**src/rtl/reaction_pkg.sv**
```systemverilog
// reaction_pkg: shared state encoding, LFSR constants and BCD helpers for the
// reaction-timer controller.
package reaction_pkg;

    localparam int unsigned BCD_W = 4;

    localparam logic [15:0] LFSR_SEED = 16'hACE1;
    // Right-shift Fibonacci taps for x^16+x^14+x^13+x^11+1 (bit 0 shifts out).
    localparam logic [15:0] LFSR_TAPS = 16'h002D;

    typedef enum logic [2:0] {
        IDLE,
        ARM,
        WAIT_RAND,
        RUN,
        STOPPING,
        SHOW,
        CHEAT,
        TIMEOUT
    } state_t;

    function automatic logic bcd_less(input logic [3*BCD_W-1:0] a,
                                      input logic [3*BCD_W-1:0] b);
        if (a[3*BCD_W-1 -: BCD_W] != b[3*BCD_W-1 -: BCD_W])
            return a[3*BCD_W-1 -: BCD_W] < b[3*BCD_W-1 -: BCD_W];
        if (a[2*BCD_W-1 -: BCD_W] != b[2*BCD_W-1 -: BCD_W])
            return a[2*BCD_W-1 -: BCD_W] < b[2*BCD_W-1 -: BCD_W];
        return a[BCD_W-1:0] < b[BCD_W-1:0];
    endfunction

endpackage

```
**src/rtl/reaction_lfsr.sv**
```systemverilog
// reaction_lfsr: free-running 16-bit LFSR; only the low 12 bits leave the
// module since that is all the delay generator consumes.
module reaction_lfsr
    import reaction_pkg::*;
(
    input  logic        clk,
    input  logic        clr,
    output logic [11:0] value
);

    logic [15:0] sr;

    always_ff @(posedge clk or posedge clr) begin
        if (clr)
            sr <= LFSR_SEED;
        else
            sr <= {^(sr & LFSR_TAPS), sr[15:1]};
    end

    assign value = sr[11:0];

endmodule

```
**src/rtl/reaction_ctrl.sv**
```systemverilog
// reaction_ctrl: reaction-timer trial sequencer driving an external BCD
// stopwatch. Define REACTION_BEST_EN to keep a best-time register.
module reaction_ctrl
    import reaction_pkg::*;
#(
    parameter int unsigned TICK_DVSR     = 50000,
    parameter int unsigned DELAY_MIN_MS  = 2000,
    parameter logic [11:0] TIMEOUT_BCD   = 12'h999,
    parameter int unsigned STOP_WAIT_MAX = 15
) (
    input  logic               clk,
    input  logic               clr,
    input  logic               start_btn,
    input  logic               resp_btn,
    input  logic [BCD_W-1:0]   d2,
    input  logic [BCD_W-1:0]   d1,
    input  logic [BCD_W-1:0]   d0,
    input  logic               done_tick,
    output logic               sw_clr,
    output logic               sw_start,
    output logic               sw_stop,
    output logic               stim_led,
    output logic               cheat,
    output logic               timeout,
    output logic               result_valid,
    output logic [3*BCD_W-1:0] result,
    output logic [3*BCD_W-1:0] best,
    output logic               best_valid
);

    localparam int unsigned PW = (TICK_DVSR > 1) ? $clog2(TICK_DVSR) : 1;
    localparam int unsigned WW = $clog2(STOP_WAIT_MAX + 1);

    state_t             state, next;
    logic [11:0]        lfsr;
    logic [PW-1:0]      presc;
    logic [13:0]        delay;
    logic [WW-1:0]      wait_cnt;
    logic [3*BCD_W-1:0] digits;
    logic               sw_clr_nxt, sw_start_nxt, sw_stop_nxt, stim_nxt;
    logic               set_cheat, set_timeout, latch_res;

    assign digits = {d2, d1, d0};

    reaction_lfsr u_lfsr (
        .clk   (clk),
        .clr   (clr),
        .value (lfsr)
    );

    always_ff @(posedge clk or posedge clr) begin
        if (clr)
            state <= IDLE;
        else
            state <= next;
    end

    always_comb begin
        next         = state;
        sw_clr_nxt   = 1'b0;
        sw_start_nxt = 1'b0;
        sw_stop_nxt  = 1'b0;
        stim_nxt     = 1'b0;
        set_cheat    = 1'b0;
        set_timeout  = 1'b0;
        latch_res    = 1'b0;
        case (state)
            IDLE, SHOW, CHEAT, TIMEOUT:
                if (start_btn) next = ARM;
            ARM:
                next = WAIT_RAND;
            WAIT_RAND:
                if (resp_btn)          next = CHEAT;
                else if (delay == '0)  next = RUN;
            RUN:
                if (resp_btn)                   next = STOPPING;
                else if (digits == TIMEOUT_BCD) next = TIMEOUT;
            STOPPING:
                if (done_tick || wait_cnt == WW'(STOP_WAIT_MAX - 1)) next = SHOW;
            default:
                next = IDLE;
        endcase
        // Pulses and flags are registered, so they are decoded from the transition.
        sw_clr_nxt   = (next == ARM);
        sw_start_nxt = (state == WAIT_RAND) && (next == RUN);
        sw_stop_nxt  = (state == RUN) && (next != RUN);
        stim_nxt     = (next == RUN) || (next == STOPPING);
        set_cheat    = (state == WAIT_RAND) && (next == CHEAT);
        set_timeout  = (state == RUN) && (next == TIMEOUT);
        latch_res    = (state == STOPPING) && (next == SHOW);
    end

    always_ff @(posedge clk or posedge clr) begin
        if (clr) begin
            sw_clr       <= 1'b0;
            sw_start     <= 1'b0;
            sw_stop      <= 1'b0;
            stim_led     <= 1'b0;
            cheat        <= 1'b0;
            timeout      <= 1'b0;
            result_valid <= 1'b0;
            result       <= '0;
            presc        <= '0;
            delay        <= '0;
            wait_cnt     <= '0;
        end else begin
            sw_clr   <= sw_clr_nxt;
            sw_start <= sw_start_nxt;
            sw_stop  <= sw_stop_nxt;
            stim_led <= stim_nxt;
            wait_cnt <= (state == STOPPING) ? wait_cnt + 1'b1 : '0;

            if (state == ARM) begin
                presc <= '0;
                delay <= 14'(DELAY_MIN_MS) + {2'b00, lfsr};
            end else if (state == WAIT_RAND) begin
                if (presc == PW'(TICK_DVSR - 1)) begin
                    presc <= '0;
                    if (delay != '0) delay <= delay - 1'b1;
                end else begin
                    presc <= presc + 1'b1;
                end
            end

            if (sw_clr_nxt) begin
                cheat        <= 1'b0;
                timeout      <= 1'b0;
                result_valid <= 1'b0;
                result       <= '0;
            end
            if (set_cheat)   cheat   <= 1'b1;
            if (set_timeout) timeout <= 1'b1;
            if (latch_res) begin
                result       <= digits;
                result_valid <= 1'b1;
            end
        end
    end

`ifdef REACTION_BEST_EN
    always_ff @(posedge clk or posedge clr) begin
        if (clr) begin
            best       <= '0;
            best_valid <= 1'b0;
        end else if (latch_res && (!best_valid || bcd_less(digits, best))) begin
            best       <= digits;
            best_valid <= 1'b1;
        end
    end
`else
    assign best       = '0;
    assign best_valid = 1'b0;
`endif

endmodule

```
**config.mk**
```make
export PLATFORM = sky130hd
export DESIGN_NAME = reaction_ctrl
export DESIGN_NICKNAME = d
export VERILOG_FILES = /design/src/rtl/reaction_pkg.sv /design/src/rtl/reaction_lfsr.sv /design/src/rtl/reaction_ctrl.sv
export SDC_FILE = /design/constraint.sdc
export NUM_CORES = 1
export LEC_CHECK = 0
export ABC_AREA = 1
export BUFFER_PORTS_ARGS = -buffer_cell sky130_fd_sc_hd__buf_2
export CAP_MARGIN = 20
export CORE_ASPECT_RATIO = 0.5
export CORE_MARGIN = 1
export CORE_UTILIZATION = 30
export CTS_BUF_LIST = sky130_fd_sc_hd__clkbuf_16
export CTS_CLUSTER_SIZE = 28
export DETAILED_ROUTE_END_ITERATION = 7
export PLACE_DENSITY = 0.52
export SETUP_SLACK_MARGIN = 0.15
export SYNTH_ARGS = -nofsm -noshare
export SYNTH_HDL_FRONTEND = slang
export SYNTH_HIERARCHICAL = 1
export SYNTH_SLANG_ARGS = --single-unit
```
**constraint.sdc**
```tcl
create_clock -name clk -period 6.37 [get_ports clk]
set_clock_uncertainty 0.15 [all_clocks]
set_input_delay 1.911 -clock clk [delete_from_list [all_inputs] [get_ports clk]]
set_output_delay 1.911 -clock clk [all_outputs]
set_load 0.02 [all_outputs]
```
# [Word level (Yosys, flattened, before mapping)]
# Cells that the tools add are included.
[totals] input_bits=17 ff_bits=72
[op_classes] n_addsub=4 muxes=21 eq_ne=17 reduce_logical=19
[ops] operator="$mux 14" n=4
[ops] operator="$mux 16" n=3
[ops] operator="$eq 3x3->1 const B" n=8
[ops] operator="$mux 12" n=2
[ops] operator="$mux 3" n=6
[ops] operator="$add 16x1->16 const B" n=1
[ops] operator="$eq 16x16->1 const B" n=1
[ops] operator="$reduce_xor 16->1" n=1
[ops] operator="$pmux 3 s5" n=1
[ops] operator="$logic_not 14->1" n=1
[ops] operator="$reduce_bool 14->1" n=1
[ops] operator="$sub 14x1->14 const B" n=1
[ops] operator="$add 11x12->13 const A" n=1
[ops] operator="$eq 12x12->1 const B" n=1
[ops] operator="$reduce_bool 2->1" n=6
[ops] operator="$eq 3x2->1 const B" n=3
[ops] operator="$eq 3x1->1 const B" n=2
[ops] operator="$logic_and 1x1->1" n=5
[ops] operator="$add 4x1->4 const B" n=1
[ops] operator="$eq 4x4->1 const B" n=1
[ops] operator="$mux 1" n=4
[ops] operator="$mux 4" n=1
[ops] operator="$reduce_or 4->1" n=1
[ops] operator="$logic_not 3->1" n=1
[ops] operator="other kinds (3)" n=4

# [Depth between registers and ports, before layout]
# Gate-level depths: netlist of run 1.
[depth] ltp_word=7 mapped_depth=12 depth_no_buf=11

# [Hierarchy]
# Netlist of run 1, hierarchy kept.
[modules_own_cells] mod="reaction_ctrl" seq_area_each_um2=1401.3 area_per_inst_um2=3347.0 cells_each=435 n_inst=1
[modules_own_cells] mod="reaction_lfsr" seq_area_each_um2=410.4 area_per_inst_um2=568.0 cells_each=44 n_inst=1

# [Worst setup path before layout of run 1]
# OpenSTA, ideal clock, no wires.
[synth_timing] path_type="input -> register" from="input done_tick" to="register result_valid" path_stages=8 arrival_time_ps=2753 path_slack_ps=3342 path_cell_list="inv_1 -> a21oi_4 -> nor2_2 -> a21oi_4 -> nand3_4 -> buf_6 -> nand2_1 -> nand2_1"
[synth_via] elab_chain_len=6 word_cells_on_any_way=8
[synth_lines] item="start, declared" line_no="reaction_ctrl.sv:18" source="input logic done_tick,"
[synth_lines] item="$logic_or 1x1->1 *" line_no="reaction_ctrl.sv:79" source="if (done_tick || wait_cnt == WW'(STOP_WAIT_MAX - 1)) next = SHOW;"
[synth_lines] item="$mux 3 *" line_no="reaction_ctrl.sv:79"
[synth_lines] item="$pmux 3 s5 *" line_no="reaction_ctrl.sv:67" source="case (state)"
[synth_lines] item="via next[0]" line_no="reaction_ctrl.sv:34" source="state_t state, next;"
[synth_lines] item="$eq 3x3->1" line_no="reaction_ctrl.sv:90" source="latch_res = (state == STOPPING) && (next == SHOW);"
[synth_lines] item="$logic_and 1x1->1" line_no="reaction_ctrl.sv:90"
[synth_lines] item="$mux 1 or $reduce_bool 2->1 (tied branches)"
[synth_lines] item="end signal, assigned" line_no="reaction_ctrl.sv:101" source="result_valid <= 1'b0;"
[synth_lines] item="end signal, assigned" line_no="reaction_ctrl.sv:128" source="result_valid <= 1'b0;"
[synth_lines] item="end signal, assigned" line_no="reaction_ctrl.sv:135" source="result_valid <= 1'b1;"
[synth_lines] item="end, declared" line_no="reaction_ctrl.sv:25" source="output logic result_valid,"
# Mark *: on every way through the listed nets, which the timed path passes. The rest lies on a longest branch.
# A chain may end at the register's enable or synchronous reset.

# [Worst setup path in the final report of run 1]
[layout_timing] from="input done_tick" to="register result[8]"
[layout_via] elab_chain_len=6 word_cells_on_any_way=8
[layout_lines] item="$logic_or 1x1->1 *" line_no="reaction_ctrl.sv:79"
[layout_lines] item="$mux 3 *" line_no="reaction_ctrl.sv:79"
[layout_lines] item="$pmux 3 s5 *" line_no="reaction_ctrl.sv:67"
[layout_lines] item="via next[0]" line_no="reaction_ctrl.sv:34"
[layout_lines] item="$eq 3x3->1" line_no="reaction_ctrl.sv:90"
[layout_lines] item="$logic_and 1x1->1" line_no="reaction_ctrl.sv:90"
[layout_lines] item="$mux 12 or $reduce_bool 2->1 (tied branches)"
[layout_lines] item="end signal, assigned" line_no="reaction_ctrl.sv:134" source="result <= digits;"
[layout_lines] item="end, declared" line_no="reaction_ctrl.sv:26" source="output logic [3*BCD_W-1:0] result,"
# Marked as above.

==> impl_metrics.tcl, run 1 <==
set metrics [dict create \
    placedCellCount 662 \
    ant_nets 0 \
    clkPwrFrac_pct 26.1 \
    synth_largest_area_cell "dfrtp_1" \
    path_buf_inv 2 \
    drc_errors 0 \
    fill_cells 1327 \
    crit_path_end_kind "flop" \
    power.internal_mw 1.096 \
    slowest_stage "a21oi_4" \
    seq_area_sq_mm 0.001812 \
    rsz0062_at_grt "false" \
    yosysUniqueCellTypes 39 \
    synth_async_sr_flop_share_pct 100.0 \
    max_freq_ghz 0.3199 \
    cp_cell_sequence "buf_2 > inv_1 > a21oi_4 > nor2_2 > a21oi_4 > nand3_4 > nand3_1 > nand2_1" \
    syn_area_per_cell_sq_um 8.173 \
    fin_cells 678 \
    worst_pin_slew_ns 0.7686 \
    multiInputGateArea_sq_mm 0.001675 \
    yosys_warnings 6 \
    grt_use_met1_pct 17.55 \
    cts_buffer_depth 2 \
    dp_slack_ns 2.870 \
    num_antenna_cells 0 \
    grt_start_max_net_pins 57 \
    syn2layout_area_growth_pct 12.37 \
    p_leak_nw 2.194 \
    syn_area_sq_mm 0.003915 \
    fin_crit_ns 3.126 \
    drv_slew 0 \
    cts_max_level 3 \
    cts_root_buf "clkbuf_16" \
    overflow 0 \
    critPathRequiredTime_ns 6.45 \
    fin_crit_sh_pct 49.08 \
    yosysMostFrequentCell "nand2_1" \
    vias 2966 \
    die_y_um 82.78 \
    ys_ff_latch 72 \
    synth_common_cells "nand2_1, dfrtp_1, inv_1, nor2_1, nand3_1" \
    crit_arrival_ns 3.20 \
    cts_num_sinks 72 \
    synth_top_cells_by_area "dfrtp_1, nand2_1, dfstp_2" \
    crit_top_cell "a21oi_4" \
    hold_violations 0 \
    wire_per_inst_um 11.96 \
    fin_nets 525 \
    outcome "finished clean" \
    postSynthCellCount 479 \
    row_count 29 \
    ios 49 \
    clk_pin_slew_ns 0.06 \
    drt_pass1_iterations 4 \
    crit_path_start_kind "input port" \
    grt_use_total_pct 13.17 \
    min_path_type "flop to flop" \
    grt_util_met2_pct 19.96 \
    cts_buffers 9 \
    holdBufCountCts 0 \
    combPwrFrac_pct 39.5 \
    die_w_um 163.6 \
    synth_top_cell_area_share_pct 40.91 \
    critical_path_class "input port to flop" \
    ir_drop_v 0.0001311 \
    cts-resized-gates 0 \
    yosysSeqAreaShare_pct 46.28 \
    port_buffers 35 \
    p_seq_share_pct 34.5 \
    relSlewSlack_pct 48.57 \
    antenna_found_initial 0 \
    grt_pass1_vias 2776 \
    initial_core_util_pct 30.83 \
    power.net_switching_uw 800.4 \
    setup_ws_ns 3.244 \
    drt_iter0_drc 146 \
    post_cts_buffers 0 \
    dpl.hpwl_um 5702 \
    busiest_layer "met2" \
    fin_tns_setup_ns 0 \
    core_sq_mm 0.01270 \
    insertion_delay_ns 0.34 \
    vias_per_cell 4.375 \
    drive_above_1_share_pct 18.70 \
    die_area_sq_mm 0.01354 \
    cpPeakStageDelay_ns 0.38 \
    maxCapViolCount 0 \
    finalSetupViolations 0 \
    synth_flop_cell "dfrtp_1" \
    cp_top_family "compound AO/OA/AOI/OAI gates" \
    routed_wl_um 8108 \
    use_met3_pct 4.123 \
    gp_congestion 0.7833 \
    grt_pass1_wl_um 13660 \
    cts_tree "built" \
    p_per_area_mw_per_mm2 431.1 \
    sw_frac_of_total_pct 42.20 \
    crit_fanout 16 \
    synth_edf_count 0 \
]
## cell type report
| class | instances | area share [%] |
|---|---|---|
| Inverter | 61 | 5.205 |
| Clock inverter | 7 | 1.422 |
| Tap cell | 170 | 4.835 |
| Sequential cell | 72 | 41.18 |
| Timing Repair Buffer | 36 | 4.152 |
| Multi-Input combinational cell | 323 | 38.08 |
| Clock buffer | 9 | 5.119 |
## worst paths after layout
kind	slack, ns	start	endpoint	cells after the start
setup / recovery	3.24	done_tick	result[8]	8
hold / removal	0.21	u_lfsr/sr[14]	u_lfsr/sr[13]	0
setup reg to reg	4.00	state[2]	result[8]	9
hold reg to reg	0.21	u_lfsr/sr[14]	u_lfsr/sr[13]	0
max in group asynchronous	3.94	clr	stim_led	3
min in group asynchronous	1.51	clr	u_lfsr/sr[9]	2
## power groups by stage
stage,combinational (mW),clock [mW],sequential (mW)
after CTS,0.761,0.510,0.656
after floorplan,0.557,0,0.703
after detailed placement,0.757,0,0.662
final,0.749,0.494,0.654
after global placement,0.747,0,0.661
after global routing,0.852,0.534,0.670
## state kept, by name (all words and copies together) (netlist names), 3 cells and up
register and flops:
state 3, delay 14, result 12, wait_cnt 4, u_lfsr/sr 16, presc 16
## per-stage QoR
stage / total power [mW] / utilization [%] / instance area (sq um) / hold slack, ns
4_1_cts: 1.927 / 34.64 / 4399 / 0.2100
3_3_place_gp: 1.408 / 32.37 / 4111 / 0.1937
6_report: 1.897 / 34.64 / 4399 / 0.2059
5_1_grt: 2.055 / 34.64 / 4399 / 0.2106
3_5_place_dp: 1.419 / 32.37 / 4111 / 0.1957
2_1_floorplan: 1.260 / - / 3960 / 0.1830
## kinds of logic (layout without fill, tap and decap cells)
| kind of cell | count (synthesis) | after routing | share of synthesized area (%) |
|---|---|---|---|
| and+or+nand+nor | 233 | 233 | 28.19 |
| buffers and inverters | 96 | 113 | 12.08 |
| DFF | 72 | 72 | 46.28 |
| AOI/OAI and AO/OA | 60 | 60 | 9.076 |
| xor gates and xnor gates | 12 | 12 | 2.685 |
| adders and majority gates | 5 | 5 | 1.598 |
| other | 1 | 13 | 0.09579 |
## cell usage in the layout, fill, tap and decap left out, drive strengths merged, types with 5 or more instances in the layout
| cell | count |
|---|---|
| a21oi | 10 |
| xor2 | 8 |
| nor2 | 48 |
| dfrtp | 64 |
| buf | 36 |
| inv | 61 |
| o22ai | 7 |
| conb | 13 |
| clkbuf | 9 |
| o21ai | 35 |
| nand2 | 123 |
| ha | 5 |
| dfstp | 8 |
| nand3 | 47 |
| nand4 | 8 |
## metal layers
metal	up-vias	wire length, um	part of all wire, %
met1	1370	4087	50
met4	0	91	1.1
met5	-	0	0
li1	1542	-	-
met2	47	3636	45
met3	7	293	3.6
(Power assumes the default switching activity.)
==> run 2, diff against run 1 <==
==> constraint.sdc (replaced) <==
create_clock -name clk -period 2.94 [get_ports clk]
set_clock_uncertainty 0.15 [all_clocks]
set_input_delay 0.882 -clock clk [delete_from_list [all_inputs] [get_ports clk]]
set_output_delay 0.882 -clock clk [all_outputs]
set_load 0.02 [all_outputs]
==> impl_metrics.tcl, run 2 (synthesis results as in run 1) <==
set metrics [dict create \
    outcome "finished clean" \
    critPathLaunch "delay[0]" \
    finalSetupViolations 0 \
    cts_tree "built" \
    vias 2994 \
    drc_errors 0 \
    crit_arrival_ns 2.25 \
    combPwrFrac_pct 39.8 \
    crit_fanout 16 \
    ios 49 \
    worst_pin_slew_ns 0.6002 \
    cts-resized-gates 0 \
    grt_pass1_wl_um 13900 \
    critical_path_class "flop to flop" \
    min_path_type "flop to flop" \
    p_leak_nw 2.219 \
    maxCapViolCount 0 \
    relSlewSlack_pct 59.93 \
    vias_per_cell 4.396 \
    fin_crit_sh_pct 74.26 \
    syn2layout_area_growth_pct 13.52 \
    num_antenna_cells 0 \
    critPathRequiredTime_ns 3.01 \
    drt_pass1_iterations 4 \
    power.internal_mw 2.402 \
    ir_drop_v 0.0003930 \
    die_y_um 82.78 \
    insertion_delay_ns 0.34 \
    crit_path_end "cheat" \
    cts_num_sinks 72 \
    multiInputGateArea_sq_mm 0.001675 \
    grt_use_total_pct 13.52 \
    dpl.hpwl_um 5736 \
    r2r_setup_slack_ns 0.76 \
    post_cts_buffers 0 \
    fin_cells 681 \
    reg2reg_depth 9 \
    p_seq_share_pct 34.0 \
    sw_frac_of_total_pct 42.00 \
    layout_common_cells "nand2_1, dfrtp_1, inv_1, nor2_1" \
    die_area_sq_mm 0.01354 \
    final_common_cell "nand2_1" \
    grt_start_max_net_pins 32 \
    ant_nets 0 \
    core_sq_mm 0.01270 \
    routed_wl_um 7991 \
    cts_buffer_depth 2 \
    cts_root_buf "clkbuf_16" \
    worstReg2RegEnd "cheat" \
    grt_pass1_vias 2787 \
    crit_path_end_kind "flop" \
    fill_cells 1347 \
    top_regs "presc (16), u_lfsr/sr (16), delay (14)" \
    reg2reg_from "delay[0]" \
    placedCellCount 665 \
    drv_slew 0 \
    gp_congestion 0.7843 \
    fin_crit_ns 2.183 \
    seq_area_sq_mm 0.001812 \
    fin_nets 528 \
    die_w_um 163.6 \
    holdBufCountCts 0 \
    row_count 29 \
    drt_iter0_drc 170 \
    final_util_pct 35.00 \
    rsz0062_at_grt "false" \
    max_freq_ghz 0.4580 \
    wire_per_inst_um 11.73 \
    cts_buffers 9 \
    overflow 0 \
    port_buffers 35 \
    power.net_switching_mw 1.740 \
    drive_above_1_share_pct 19.57 \
    crit_path_start_kind "flop" \
    hold_violations 0 \
    initial_core_util_pct 30.83 \
    p_per_area_mw_per_mm2 932.0 \
    cts_max_level 3 \
    fin_tns_setup_ns 0 \
    clk_pin_slew_ns 0.06 \
    clkPwrFrac_pct 26.2 \
    antenna_found_initial 0 \
]
-- run 2: changes by cell type in the layout (fill, tap and decap cells not counted), sizes merged --
| cell | change |
|---|---|
| buf | +3 |
-- run 2: worst min-delay path by stage --
stage | start | cells after the start | end | slack, ns
2_1_floorplan | u_lfsr/sr[12] | 0 | u_lfsr/sr[11] | 0.18
3_3_place_gp | u_lfsr/sr[12] | 0 | u_lfsr/sr[11] | 0.20
3_5_place_dp | u_lfsr/sr[12] | 0 | u_lfsr/sr[11] | 0.19
4_1_cts | u_lfsr/sr[12] | 0 | u_lfsr/sr[11] | 0.21
5_1_grt | u_lfsr/sr[12] | 0 | u_lfsr/sr[11] | 0.21
6_report | u_lfsr/sr[12] | 0 | u_lfsr/sr[11] | 0.21
-- run 2: metrics by stage --
stage | power [mW] | hold WS, ns | area, sq um | setup slack, ns
after detailed placement | 3.101 | 0.1907 | 4146 | 0.6102
after global placement | 3.091 | 0.2007 | 4146 | 0.6703
after global routing | 4.482 | 0.2141 | 4444 | 0.4937
after floorplan | 2.730 | 0.1830 | 3960 | 0.5367
after CTS | 4.216 | 0.2125 | 4444 | 0.7300
final | 4.142 | 0.2063 | 4444 | 0.7568
-- run 2: layer usage --
layer	track usage, %	up-vias	wire (um)
met2	20.08	43	3421
met5	0	-	0
met4	6.111	0	153
met1	18.28	1392	4148
met3	3.875	13	268
li1	-	1546	-
-- run 2: critical path: stages (launching register included) --
cell and delay, ns:
dfrtp_1 0.38, inv_1 0.10, ha_1 0.23, nand2_1 0.12, nor2_4 0.21, nand4_2 0.13
a21oi_4 0.26, nand3_4 0.26, nand2_1 0.12, o21ai_0 0.09
-- run 2: area by class of cell --
class / instances / area share [%]
Sequential cell: 72 / 40.77
Multi-Input combinational cell: 323 / 37.70
Inverter: 61 / 5.152
Clock buffer: 9 / 5.068
Timing Repair Buffer: 39 / 4.899
Tap cell: 170 / 4.786
Clock inverter: 7 / 1.633
-- run 2: power groups by stage --
| stage | combinational [mW] | sequential (mW) | clock, mW |
|---|---|---|---|
| 4_1_cts | 1.68 | 1.41 | 1.13 |
| 2_1_floorplan | 1.21 | 1.52 | 0 |
| 6_report | 1.65 | 1.41 | 1.08 |
| 3_3_place_gp | 1.66 | 1.43 | 0 |
| 5_1_grt | 1.88 | 1.45 | 1.15 |
| 3_5_place_dp | 1.67 | 1.43 | 0 |
==> run 3, diff against run 2 <==
--- a/config.mk
+++ b/config.mk
@@ -14,7 +14,7 @@
 export CTS_BUF_LIST = sky130_fd_sc_hd__clkbuf_16
 export CTS_CLUSTER_SIZE = 28
 export DETAILED_ROUTE_END_ITERATION = 7
-export PLACE_DENSITY = 0.52
+export PLACE_DENSITY = 0.53
 export SETUP_SLACK_MARGIN = 0.15
 export SYNTH_ARGS = -nofsm -noshare
 export SYNTH_HDL_FRONTEND = slang
==> constraint.sdc (replaced) <==
create_clock -name clk -period 1.8 [get_ports clk]
set_clock_uncertainty 0.15 [all_clocks]
set_input_delay 0.54 -clock clk [delete_from_list [all_inputs] [get_ports clk]]
set_output_delay 0.54 -clock clk [all_outputs]
set_load 0.02 [all_outputs]
==> impl_metrics.tcl, run 3 (synthesis results as in run 1) <==
set metrics [dict create \
    holdBufCountCts 0 \
    overflow 0 \
    drive_above_1_share_pct 34.09 \
    fill_cells 1260 \
    place_area_sq_mm 0.004508 \
    maxCapViolCount 0 \
    grt_pass1_vias 3131 \
    antenna_found_initial 0 \
    worst_pin_slew_ns 0.5685 \
    core_sq_mm 0.01270 \
    port_buffers 35 \
    vias 3310 \
    max_freq_ghz 0.5550 \
    reg2reg_depth 10 \
    final_common_cell "nand2_1" \
    relSlewSlack_pct 62.06 \
    wire_per_inst_um 11.94 \
    finalSetupViolations 2 \
    crit_arrival_ns 1.88 \
    gp_congestion 0.8594 \
    grt_use_total_pct 13.78 \
    fin_nets 587 \
    top_regs "presc (16), u_lfsr/sr (16), delay (14)" \
    insertion_delay_ns 0.34 \
    die_w_um 163.6 \
    min_path_type "input port to asynchronous set/reset pin" \
    grt_pass1_wl_um 14570 \
    outcome "finished, violations left" \
    fin_tns_setup_ns -0.003634 \
    routed_wl_um 8820 \
    setup_ws_ns -0.001966 \
    worstReg2RegEnd "delay[10]" \
    power.total_mw 8.352 \
    r2r_setup_slack_ns -0.002 \
    fin_crit_ns 1.802 \
    hold_violations 0 \
    cts_root_buf "clkbuf_16" \
    cts_max_level 3 \
    final_util_pct 40.97 \
    cts_tree "built" \
    initial_core_util_pct 30.83 \
    clk_pin_slew_ns 0.06 \
    crit_path_end_kind "flop" \
    drt_iter0_drc 152 \
    syn2layout_area_growth_pct 32.89 \
    fin_crit_sh_pct 100.1 \
    hold_ws_ns 0.04930 \
    layout_common_cells "nand2_1, dfrtp_1, inv_1, buf_4, nor2_1" \
    num_antenna_cells 0 \
    die_area_sq_mm 0.01354 \
    row_count 29 \
    p_leak_nw 2.564 \
    reg2reg_from "presc[0]" \
    ant_nets 0 \
    ir_drop_v 0.0006870 \
    violations "negative setup slack" \
    drv_slew 0 \
    crit_fanout 6 \
    stdcell_area_sq_mm 0.005202 \
    rsz0062_at_grt "true" \
    die_y_um 82.78 \
    cts_num_sinks 72 \
    grt_start_max_net_pins 35 \
    drt_pass1_iterations 4 \
    critPathRequiredTime_ns 1.88 \
    cts_buffers 9 \
    vias_per_cell 4.479 \
    crit_path_start_kind "flop" \
    critical_path_class "flop to flop" \
    p_per_area_mw_per_mm2 1605 \
    ios 49 \
    cts_buffer_depth 2 \
    dpl.hpwl_um 6020 \
    drc_errors 0 \
]
[run 3: worst max path at each step]
stage / from / endpoint / slack, ns / cells after the start
final: presc[0] / delay[10] / -0.002 / 10
after global routing: presc[0] / delay[8] / -0.14 / 10
after CTS: presc[0] / delay[10] / -0.01 / 10
after detailed placement: presc[0] / presc[0] / -0.27 / 8
after global placement: presc[0] / presc[0] / -0.22 / 8
after floorplan: wait_cnt[0] / result_valid / 0.03 / 10
[run 3: routing by layer]
layer	GRT usage (%)	routed length, um	part of all wire (%)	vias up
met3	3.378	350	4.0	8
met2	23.52	4123	47	63
li1	-	-	-	1682
met5	0	0	0	-
met1	17.13	4236	48	1557
met4	5.185	110	1.2	0
[run 3: worst max-delay path: stages, from the launching register on]
cell and delay, ns:
dfrtp_1 0.35, ha_2 0.19, nand2_2 0.06, nor2_2 0.09, nand4_1 0.13, nor3_4 0.22
nand3_4 0.12, buf_6 0.15, nand2_8 0.08, nand2_2 0.04, o21a_1 0.10
[run 3: stage by stage]
step,setup slack (ns),cells
finish,-0.001966,739
global route,-0.1364,739
floorplan,0.02744,491
global placement,-0.2250,708
CTS,-0.01278,735
detailed placement,-0.2688,708
[run 3: layout make-up]
cell class | count | area (sq um) | area share [%]
clock buffers | 9 | 225.2 | 4.329
clock inverters | 6 | 110.1 | 2.116
inverters | 61 | 235.2 | 4.521
multi-input cells | 327 | 1933 | 37.16
flip-flops and latches | 72 | 1813 | 34.85
well taps | 170 | 212.7 | 4.089
repair buffers | 94 | 673.1 | 12.94
[run 3: repair_timing]
item / in CTS / in global routing
setup endpoints to repair: 46 / 47
gates cloned: 4 / 0
pin swaps: 13 / 13
resized for setup: 39 / 22
buffers inserted: 8 / 4
[run 3: power breakdown]
part | leakage (nW) | switching [mW] | internal, mW | total (mW)
logic | 1.46 | 2.35 | 1.69 | 4.03
clock network | 0.163 | 0.689 | 1.34 | 2.03
registers | 0.940 | 0.273 | 2.01 | 2.29
total | 2.56 | 3.31 | 5.05 | 8.35
